===== src/rtl/age_allocator_pkg.sv =====
// Shared types and default sizing for the age allocator slice.
// Optional build macro used by this slice: AGE_REBASE_EN.
package age_allocator_pkg;

  localparam int DEF_ENTNUM = 8;
  localparam int DEF_ENTLEN = 3;
  localparam int DEF_VALLEN = 8;

  typedef enum logic [0:0] {
    NORMAL    = 1'b0,
    SATURATED = 1'b1
  } state_e;

endpackage


===== src/rtl/free_entry_encoder.sv =====
// Lowest-index free-entry priority encoder over the busy vector.
module free_entry_encoder #(
  parameter int ENTNUM = 8,
  parameter int ENTLEN = 3
) (
  input  logic [ENTNUM-1:0] busy,
  output logic [ENTLEN-1:0] free_entry,
  output logic              free_found
);

  // Scan from the top so the lowest free index is the one left standing.
  always_comb begin
    free_entry = {ENTLEN{1'b0}};
    free_found = 1'b0;
    for (int k = ENTNUM - 1; k >= 0; k--) begin
      if (!busy[k]) begin
        free_entry = k[ENTLEN-1:0];
        free_found = 1'b1;
      end else begin
        free_found = free_found;
      end
    end
  end

endmodule


===== src/rtl/oldest_select_cell.sv =====
// Two-input oldest-select cell (smallest valid age wins, ties to input a).
// Only built when AGE_REBASE_EN is defined, where it forms the minimum-age tree.
`ifdef AGE_REBASE_EN
module oldest_select_cell #(
  parameter int VALLEN = 8
) (
  input  logic              a_valid,
  input  logic [VALLEN-1:0] a_age,
  input  logic              b_valid,
  input  logic [VALLEN-1:0] b_age,
  output logic              y_valid,
  output logic [VALLEN-1:0] y_age
);

  // Pick the older of two candidates, ignoring invalid ones.
  always_comb begin
    y_valid = a_valid | b_valid;
    if (a_valid && (!b_valid || (a_age <= b_age))) begin
      y_age = a_age;
    end else begin
      y_age = b_age;
    end
  end

endmodule
`endif


===== src/rtl/age_allocator.sv =====
// Reservation-station entry allocator stamping monotonically increasing age tags.
// Build macro AGE_REBASE_EN: rebase busy ages by their minimum instead of draining on saturation.
module age_allocator
  import age_allocator_pkg::*;
#(
  parameter int ENTNUM = DEF_ENTNUM,
  parameter int ENTLEN = DEF_ENTLEN,
  parameter int VALLEN = DEF_VALLEN
) (
  input  logic                     clk_i,
  input  logic                     rst_n_i,
  input  logic                     flush_i,
  input  logic                     alloc_valid_i,
  output logic                     alloc_ready_o,
  output logic [ENTLEN-1:0]        alloc_entry_o,
  output logic [VALLEN-1:0]        alloc_age_o,
  input  logic                     free_valid_i,
  input  logic [ENTLEN-1:0]        free_entry_i,
  output logic [ENTNUM-1:0]        busy_vector_o,
  output logic [ENTNUM*VALLEN-1:0] age_vector_o
);

  localparam logic [VALLEN-1:0] CNT_MAX  = {VALLEN{1'b1}};
  localparam logic [VALLEN-1:0] CNT_ZERO = {VALLEN{1'b0}};
  localparam logic [VALLEN-1:0] CNT_ONE  = {{(VALLEN-1){1'b0}}, 1'b1};

  logic [ENTNUM-1:0] busy_r;
  logic [VALLEN-1:0] age_r [ENTNUM];
  logic [VALLEN-1:0] cnt_r;
  state_e            state_r;

  logic [ENTNUM-1:0] busy_nxt_s;
  logic [VALLEN-1:0] age_nxt_s [ENTNUM];
  logic [VALLEN-1:0] cnt_nxt_s;
  state_e            state_nxt_s;

  logic [ENTLEN-1:0] free_idx_s;
  logic              any_free_s;
  logic              ready_s;
  logic              fire_s;
  logic [VALLEN-1:0] cnt_inc_s;

  free_entry_encoder #(
    .ENTNUM(ENTNUM),
    .ENTLEN(ENTLEN)
  ) u_free_entry_encoder (
    .busy      (busy_r),
    .free_entry(free_idx_s),
    .free_found(any_free_s)
  );

  assign ready_s   = (state_r == NORMAL) && any_free_s && (cnt_r != CNT_MAX) && !flush_i;
  assign fire_s    = alloc_valid_i && ready_s;
  assign cnt_inc_s = cnt_r + CNT_ONE;

`ifdef AGE_REBASE_EN
  // Minimum busy age via a balanced tree of oldest-select cells; unused leaves are invalid.
  localparam int LEAVES = 1 << ENTLEN;
  logic              min_valid_s;
  logic [VALLEN-1:0] min_age_s;

  for (genvar l = 0; l <= ENTLEN; l++) begin : lvl_g
    localparam int W = LEAVES >> l;
    logic [W-1:0]        vld_s;
    logic [W*VALLEN-1:0] age_s;
    if (l == 0) begin : leaf_g
      for (genvar n = 0; n < W; n++) begin : leaf_n_g
        if (n < ENTNUM) begin : used_g
          assign vld_s[n]                 = busy_r[n];
          assign age_s[n*VALLEN +: VALLEN] = age_r[n];
        end else begin : pad_g
          assign vld_s[n]                 = 1'b0;
          assign age_s[n*VALLEN +: VALLEN] = CNT_ZERO;
        end
      end
    end else begin : node_g
      for (genvar n = 0; n < W; n++) begin : cell_g
        oldest_select_cell #(
          .VALLEN(VALLEN)
        ) u_cell (
          .a_valid(lvl_g[l-1].vld_s[2*n]),
          .a_age  (lvl_g[l-1].age_s[(2*n)*VALLEN +: VALLEN]),
          .b_valid(lvl_g[l-1].vld_s[2*n+1]),
          .b_age  (lvl_g[l-1].age_s[(2*n+1)*VALLEN +: VALLEN]),
          .y_valid(vld_s[n]),
          .y_age  (age_s[n*VALLEN +: VALLEN])
        );
      end
    end
  end

  assign min_valid_s = lvl_g[ENTLEN].vld_s[0];
  assign min_age_s   = lvl_g[ENTLEN].age_s[VALLEN-1:0];
`endif

  // Next-state: flush dominates, then free/alloc against the pre-free busy vector, then FSM.
  always_comb begin
    busy_nxt_s  = busy_r;
    cnt_nxt_s   = cnt_r;
    state_nxt_s = state_r;
    for (int k = 0; k < ENTNUM; k++) begin
      age_nxt_s[k] = age_r[k];
    end
    if (flush_i) begin
      busy_nxt_s  = {ENTNUM{1'b0}};
      cnt_nxt_s   = CNT_ZERO;
      state_nxt_s = NORMAL;
    end else begin
      if (free_valid_i) begin
        busy_nxt_s[free_entry_i] = 1'b0;
      end else begin
        busy_nxt_s = busy_nxt_s;
      end
      if (fire_s) begin
        busy_nxt_s[free_idx_s] = 1'b1;
        age_nxt_s[free_idx_s]  = cnt_r;
        cnt_nxt_s              = cnt_inc_s;
      end else begin
        cnt_nxt_s = cnt_nxt_s;
      end
      case (state_r)
        NORMAL: begin
          if (fire_s && (cnt_inc_s == CNT_MAX)) begin
            state_nxt_s = SATURATED;
          end else begin
            state_nxt_s = NORMAL;
          end
        end
        SATURATED: begin
`ifdef AGE_REBASE_EN
          if (!min_valid_s) begin
            cnt_nxt_s   = CNT_ZERO;
            state_nxt_s = NORMAL;
          end else if (min_age_s != CNT_ZERO) begin
            for (int k = 0; k < ENTNUM; k++) begin
              if (busy_r[k]) begin
                age_nxt_s[k] = age_r[k] - min_age_s;
              end else begin
                age_nxt_s[k] = age_r[k];
              end
            end
            cnt_nxt_s   = cnt_r - min_age_s;
            state_nxt_s = NORMAL;
          end else begin
            state_nxt_s = SATURATED;
          end
`else
          if (busy_r == {ENTNUM{1'b0}}) begin
            cnt_nxt_s   = CNT_ZERO;
            state_nxt_s = NORMAL;
          end else begin
            state_nxt_s = SATURATED;
          end
`endif
        end
        default: begin
          state_nxt_s = NORMAL;
        end
      endcase
    end
  end

  // State registers with asynchronous active-low reset.
  always_ff @(posedge clk_i or negedge rst_n_i) begin
    if (!rst_n_i) begin
      busy_r  <= {ENTNUM{1'b0}};
      cnt_r   <= CNT_ZERO;
      state_r <= NORMAL;
      for (int k = 0; k < ENTNUM; k++) begin
        age_r[k] <= CNT_ZERO;
      end
    end else begin
      busy_r  <= busy_nxt_s;
      cnt_r   <= cnt_nxt_s;
      state_r <= state_nxt_s;
      for (int k = 0; k < ENTNUM; k++) begin
        age_r[k] <= age_nxt_s[k];
      end
    end
  end

  assign alloc_ready_o = ready_s;
  assign alloc_entry_o = free_idx_s;
  assign alloc_age_o   = cnt_r;
  assign busy_vector_o = busy_r;

  for (genvar k = 0; k < ENTNUM; k++) begin : pack_g
    assign age_vector_o[k*VALLEN +: VALLEN] = age_r[k];
  end

endmodule


===== config.mk =====
export PLATFORM = sky130hd
export DESIGN_NAME = age_allocator
export DESIGN_NICKNAME = d
export VERILOG_FILES = /design/src/rtl/age_allocator_pkg.sv /design/src/rtl/free_entry_encoder.sv /design/src/rtl/oldest_select_cell.sv /design/src/rtl/age_allocator.sv
export SDC_FILE = /design/constraint.sdc
export NUM_CORES = 1
export LEC_CHECK = 0
export CAP_MARGIN = 15
export CORE_MARGIN = 4
export CORE_UTILIZATION = 30
export DETAILED_ROUTE_END_ITERATION = 8
export HOLD_SLACK_MARGIN = 0.06
export PLACE_DENSITY = 0.53
export SYNTH_ARGS = -nofsm -noshare
export SYNTH_HDL_FRONTEND = slang
export SYNTH_SLANG_ARGS = --single-unit
export TNS_END_PERCENT = 20

===== constraint.sdc =====
create_clock -name clk_i -period 2 [get_ports clk_i]
set_input_delay 0.2 -clock clk_i [delete_from_list [all_inputs] [get_ports clk_i]]
set_output_delay 0.2 -clock clk_i [all_outputs]
set_load 0.1 [all_outputs]

After elaboration in Yosys (flattened, before gate mapping)
Index checks and enable logic that the tools add are counted.

word-level totals
  register bits = 81
  logic and storage cells = 72
  output and inout bits = 84

cells by class
  $add $sub $neg = 1
  bitwise logic cells = 6
  equality and inequality tests = 2
  mux-type cells = 35
  magnitude comparators = 6
  reduce and logical (&&, ||, !) cells = 11

operators with widths
  operator                                                            number
  two-way mux 8 bit                                                   9
  bitwise mux 64 bit                                                  1
  demux 8 bit (select 3 bit)                                          1
  two-way mux 3 bit                                                   8
  two-way mux 1 bit                                                   13
  adder 8 x 1 -> 8 bit (second input constant)                        1
  AND 8 bit                                                           1
  == test 8 bit (second input constant)                               1
  logical AND 1 bit                                                   8
  zero test 8 bit                                                     1
  < comparator 3 x 4 -> 1 bit (second input constant)                 2
  != test 8 bit (second input constant)                               1
  inverter 8 bit                                                      1
  OR 8 bit                                                            1
  demux 1 bit (select 3 bit)                                          2
  greater-or-equal comparator 3 x 1 -> 1 bit (second input constant)  2
  greater-or-equal comparator 4 bit (second input constant)           1
  < comparator 4 x 1 -> 1 bit (second input constant)                 1
  inverter 3 -> 4 bit                                                 1
  inverter 1 bit                                                      2
  case mux 1 bit (2 select lines)                                     1
  AND reduction 2 bit                                                 1
  zero test 1 bit                                                     1

Logic depth before layout (Yosys ltp)
  depth in word-level cells = 16
  mapped depth = 7
  mapped depth without buffers = 6

By module
Synthesis repeated with hierarchy kept, for this count alone.

unflattened totals
  cell total of the unflattened synthesis = 269
  area total of the unflattened synthesis = 3,626.0 um^2

by module, submodules not included
  module              area an instance (um^2)  sequential area each (um^2)  cells an instance  times used
  age_allocator       3,548.4                  2,026.9                      255                1
  free_entry_encoder  77.6                     0.0                          14                 1

Least setup slack after synthesis
OpenSTA, ideal clock, no wires.

  kind = flip-flop to output port
  start point = register cnt_r[0] (netlist: alloc_age_o[0])
  end point = output alloc_ready_o
  arrival = 4.349 ns
  slack = -2.549 ns
  required time = 1.800 ns
  path buffers = 0
  stages on the path, launching flop included = 6
  cells stage by stage = dfrtp_1 > ha_1 > nand4_1 > or2_2 > nor2_1 > nor4_1

between the ends
  cells in the longest elaborated chain, start to end = 3

RTL lines
  what                             RTL line              text
  start, declared                  age_allocator.sv:29   logic [VALLEN-1:0] cnt_r;
  start signal, assigned           age_allocator.sv:174  cnt_r <= cnt_nxt_s;
  != test 8 bit                    age_allocator.sv:52   assign ready_s = (state_r == NORMAL) && any_free_s && (cnt_r != CNT_MAX) && !flush_i;
  logical AND 1 bit (2 in series)  age_allocator.sv:52
  end, declared                    age_allocator.sv:14   output logic alloc_ready_o,

Every way passes these cells.

Worst setup path in the final report
  start point = register cnt_r[0] (netlist: alloc_age_o[0])
  end point = register age_r (netlist bit age_vector_o[39])

between the ends
  cells in the longest elaborated chain, start to end = 5

RTL lines
  what                                  RTL line              text
  != test 8 bit                         age_allocator.sv:52
  logical AND 1 bit (2 in series)       age_allocator.sv:52
  logical AND 1 bit                     age_allocator.sv:53   assign fire_s = alloc_valid_i && ready_s;
  AND reduction 2 bit (no source line)  n/a
  end signal, assigned by index         age_allocator.sv:177  age_r[k] <= age_nxt_s[k];
  end, declared                         age_allocator.sv:28   logic [VALLEN-1:0] age_r [ENTNUM];

Every way passes these cells.
A chain may end at the register's enable or synchronous reset.

==> reports/qor.txt <==
==================================================================================
Period utilization ..................................................         102%
Synthesis warning total .............................................            0
Combined global-route utilization of all metal layers ...............        15.0%
Final count of negative-setup-slack endpoints .......................           10
Arrival time worst endpoint .........................................      2.26 ns
Signed area change from the synthesized netlist to the final layout .        49.7%
Number of port buffers ..............................................           91
Yosys top cell by area .............................................. sky130_fd_sc_hd__dfrtp_1
Number of DRC violations after detailed routing .....................            0
Clock-pin slew on the worst setup and hold paths ....................      0.07 ns
Cell leakage power ..................................................      2.58 nW
Total congestion overflow ...........................................            0
Max rail drop VDD ...................................................     0.591 mV
TritonCTS clock tree ................................................        built
Syn nets ............................................................          273
EDFF count, synth ...................................................            0
Tmin final ..........................................................      2.04 ns
Number of buffers on the longest clock path .........................            2
Avg WL per Cell .....................................................      18.3 um
Worst clock skew ....................................................   0.00812 ns
Setup WS pre-CTS ....................................................    -0.258 ns
Total Die Area ......................................................   13500 um^2
Worst slew pin tran .................................................     0.645 ns
Die H ...............................................................       116 um
Critical path class ................................................. flop to flop
Chip width ..........................................................       116 um
Critical-path cell with the highest stage delay ..................... sky130_fd_sc_hd__dfrtp_4
Outcome ............................................................. finished with violations
Number of DRC markers after the initial detailed-route iteration ....          110
Pin count of the biggest net entering global routing ................           55
Unrepaired setup endpoints after global routing .....................          yes
Hold crit path type ................................................. input pin to async pin
R2R depth ...........................................................            7
Vias in the first global route ......................................         2766
Maximum fanout count along the critical path ........................            8
Clock insertion delay at the later pin of the skew report ...........      0.33 ns
Number of distinct library cells after synthesis ....................           49
Failing checks ...................................................... setup timing
Part of the Yosys area used for sequential elements .................        57.6%
Mean number of vias per cell ........................................         4.83
Antenna violations before repair ....................................            0
CTS Root Buffer Type ................................................ sky130_fd_sc_hd__clkbuf_16
CP endpoint kind ....................................................         flop
Total detailed-routing wirelength ...................................      9770 um
Worst setup SP type .................................................         flop
Number of hold violations in the final report .......................            0
Worst reg2reg startpoint ............................................ alloc_age_o[0]
HPWL after detailed placement .......................................      6640 um
Highest clock frequency the design can meet .........................      490 MHz
Synth top area cells ................................................ sky130_fd_sc_hd__dfrtp_1 58%, sky130_fd_sc_hd__mux2_2 14%, sky130_fd_sc_hd__mux2_1 3.5%, sky130_fd_sc_hd__mux2_4 3.4%, sky130_fd_sc_hd__xnor2_1 1.7%
Delay of the slowest critical-path stage ............................      0.49 ns
First-pass iteration count of the detailed router ...................            4
H-tree levels .......................................................            3
Setup Total Neg Slack ...............................................    -0.353 ns
PwrDens .............................................................  729 nW/um^2
Post-Synthesis Mean Instance Area ...................................    13.4 um^2
Worst EP required ...................................................      2.22 ns
Most used flip-flop cell after synthesis ............................ sky130_fd_sc_hd__dfrtp_1
Post-synthesis cell count ...........................................          263
Final RePlAce weighted congestion ...................................        0.815
Setup crit start .................................................... alloc_age_o[0]
Diode count .........................................................            0
Worst hold-check slack ..............................................     0.326 ns
Total core area .....................................................   11500 um^2
Total number of clock tree sinks ....................................           81
Share of post-route cells with drive strength above 1 ...............        59.8%
Number of nets with antenna violations after detailed routing .......            0
Layout net count ....................................................          396
Pins over their slew limit ..........................................            0
Wire length of the first global-routing pass ........................     15400 um
Count of fill cells added during filler insertion ...................         1060
Flops & latches, synth ..............................................           81
Effective utilization at floorplan ..................................        30.7%
Total clock buffers created by CTS ..................................            9
Share of synthesized registers carrying an async set or reset .......         100%
Max-cap violations ..................................................            0
Total number of vias ................................................         2580
Post-layout util ....................................................        46.0%
Post-synthesis instance area ........................................    3520 um^2
Setup slack of the critical path after layout .......................   -0.0394 ns
Area share of the largest cell type after synthesis .................        57.6%
Critical Path, Cell by Cell ......................................... ha_4 -> nand4_1 -> o31ai_4 -> or3_4 -> nor3_4 -> buf_12 -> mux2_4
Count of pins on the block boundary .................................           92
Rel. slew slack .....................................................        56.9%
Number of core rows .................................................           39
==================================================================================
[flip-flops by register name, indices dropped and copies added (netlist names)]
name / flops
state_r: 1
busy_vector_o: 8
age_vector_o: 64
alloc_age_o: 8
[layout by cell type (no fill, tap or decap), types with 2 or more instances in the layout]
cell,instances
sky130_fd_sc_hd__nand3_1,3
sky130_fd_sc_hd__mux2_2,33
sky130_fd_sc_hd__buf_12,11
sky130_fd_sc_hd__nand4_1,2
sky130_fd_sc_hd__clkdlybuf4s50_1,6
sky130_fd_sc_hd__nor3_2,2
sky130_fd_sc_hd__nand2_1,15
sky130_fd_sc_hd__dfrtp_1,66
sky130_fd_sc_hd__nand2b_1,4
sky130_fd_sc_hd__nor2_4,2
sky130_fd_sc_hd__clkbuf_16,9
sky130_fd_sc_hd__dfrtp_4,2
sky130_fd_sc_hd__mux2_4,27
sky130_fd_sc_hd__clkbuf_8,2
sky130_fd_sc_hd__xnor2_1,7
sky130_fd_sc_hd__and3_1,2
sky130_fd_sc_hd__inv_1,4
sky130_fd_sc_hd__o311ai_0,2
sky130_fd_sc_hd__nor2b_1,2
sky130_fd_sc_hd__o21bai_4,2
sky130_fd_sc_hd__nor2_1,11
sky130_fd_sc_hd__dfrtp_2,13
sky130_fd_sc_hd__inv_6,2
sky130_fd_sc_hd__mux2_1,3
sky130_fd_sc_hd__nor3_1,6
sky130_fd_sc_hd__o211ai_1,6
sky130_fd_sc_hd__buf_4,105
sky130_fd_sc_hd__o21ai_0,4
[metrics by stage]
step | instances | area [um^2] | power, mW
2_1_floorplan | 263 | 3590 | 2.04
3_3_place_gp | 514 | 4780 | 2.22
3_5_place_dp | 514 | 4780 | 2.22
4_1_cts | 532 | 5140 | 3.87
5_1_grt | 534 | 5270 | 3.98
6_report | 534 | 5270 | 3.84
[worst max-delay path: cells and delay by family, from the launching register on]
| family | cells | cell delay, ns |
|---|---|---|
| AND/OR/NAND/NOR | 3 | 0.70 |
| flip-flops | 1 | 0.49 |
| multiplexers | 1 | 0.30 |
| adder cells (fa/ha/maj) | 1 | 0.16 |
| buffers and inverters | 1 | 0.16 |
| AO/OA/AOI/OAI | 1 | 0.12 |
[cells by family (layout without fill, tap and decap cells)]
| kind of cell | after synthesis | count (layout) | share of synthesized area [%] |
|---|---|---|---|
| flops | 81 | 81 | 57.6 |
| simple gates | 65 | 65 | 10.8 |
| mux | 63 | 63 | 21.0 |
| compound gates | 26 | 27 | 6.04 |
| buf+inv | 19 | 146 | 2.17 |
| xor+xnor | 7 | 7 | 1.74 |
| fa+ha+maj | 2 | 2 | 0.711 |
[path summary, 6_finish.rpt]
| check | endpoint | slack (ns) |
|---|---|---|
| max | age_vector_o[39] | -0.04 |
| min | age_vector_o[22] | 0.33 |
| max reg2reg | age_vector_o[39] | -0.04 |
| min reg2reg | age_vector_o[24] | 0.48 |
| max in group asynchronous | age_vector_o[32] | 1.06 |
| min in group clk_i | age_vector_o[24] | 0.48 |
[final cells by class]
class / count / area [um^2] / share of cell area (%)
clock buffers: 11 / 253 / 4.79
multi-input cells: 164 / 1630 / 31.0
flip-flops and latches: 81 / 2050 / 38.9
clock inverters: 5 / 45.0 / 0.854
well taps: 143 / 179 / 3.39
inverters: 6 / 22.5 / 0.427
repair buffers: 124 / 1090 / 20.7
[per-layer routing]
layer	wire [um]	track usage [%]
met1	4550	21.0
met2	4450	22.2
met3	669	5.18
met4	98	4.33
met5	0	0
[cells in the mapped netlist, types with 2 or more instances]
master,instances
sky130_fd_sc_hd__a31oi_1,2
sky130_fd_sc_hd__and3_1,2
sky130_fd_sc_hd__buf_2,4
sky130_fd_sc_hd__clkbuf_1,9
sky130_fd_sc_hd__dfrtp_1,81
sky130_fd_sc_hd__ha_1,2
sky130_fd_sc_hd__inv_1,4
sky130_fd_sc_hd__mux2_1,11
sky130_fd_sc_hd__mux2_2,44
sky130_fd_sc_hd__mux2_4,8
sky130_fd_sc_hd__nand2_1,15
sky130_fd_sc_hd__nand2b_1,4
sky130_fd_sc_hd__nand3_1,3
sky130_fd_sc_hd__nand4_1,2
sky130_fd_sc_hd__nor2_1,13
sky130_fd_sc_hd__nor2b_1,2
sky130_fd_sc_hd__nor3_1,6
sky130_fd_sc_hd__nor3_2,2
sky130_fd_sc_hd__nor4_1,2
sky130_fd_sc_hd__o211ai_1,6
sky130_fd_sc_hd__o21ai_0,5
sky130_fd_sc_hd__o311ai_0,2
sky130_fd_sc_hd__or2_2,2
sky130_fd_sc_hd__xnor2_1,7
[power breakdown]
part           switching [mW]  internal [mW]  leakage (nW)
Sequential             0.0281           1.67          1.10
Clock                   0.703          0.930         0.145
Combinational           0.377          0.133          1.33
[what timing repair did]
| item | CTS | global route |
|---|---|---|
| setup buffers | 1 | 1 |
| endpoints found under the hold margin | 27 | 0 |
| hold buffers | 1 | 0 |
| setup endpoints to repair | 69 | 66 |
| gates cloned | 0 | 1 |
| pin swaps | 5 | 1 |
| gates resized for setup | 11 | 24 |
Note: power is estimated with default switching activity, not from simulation.
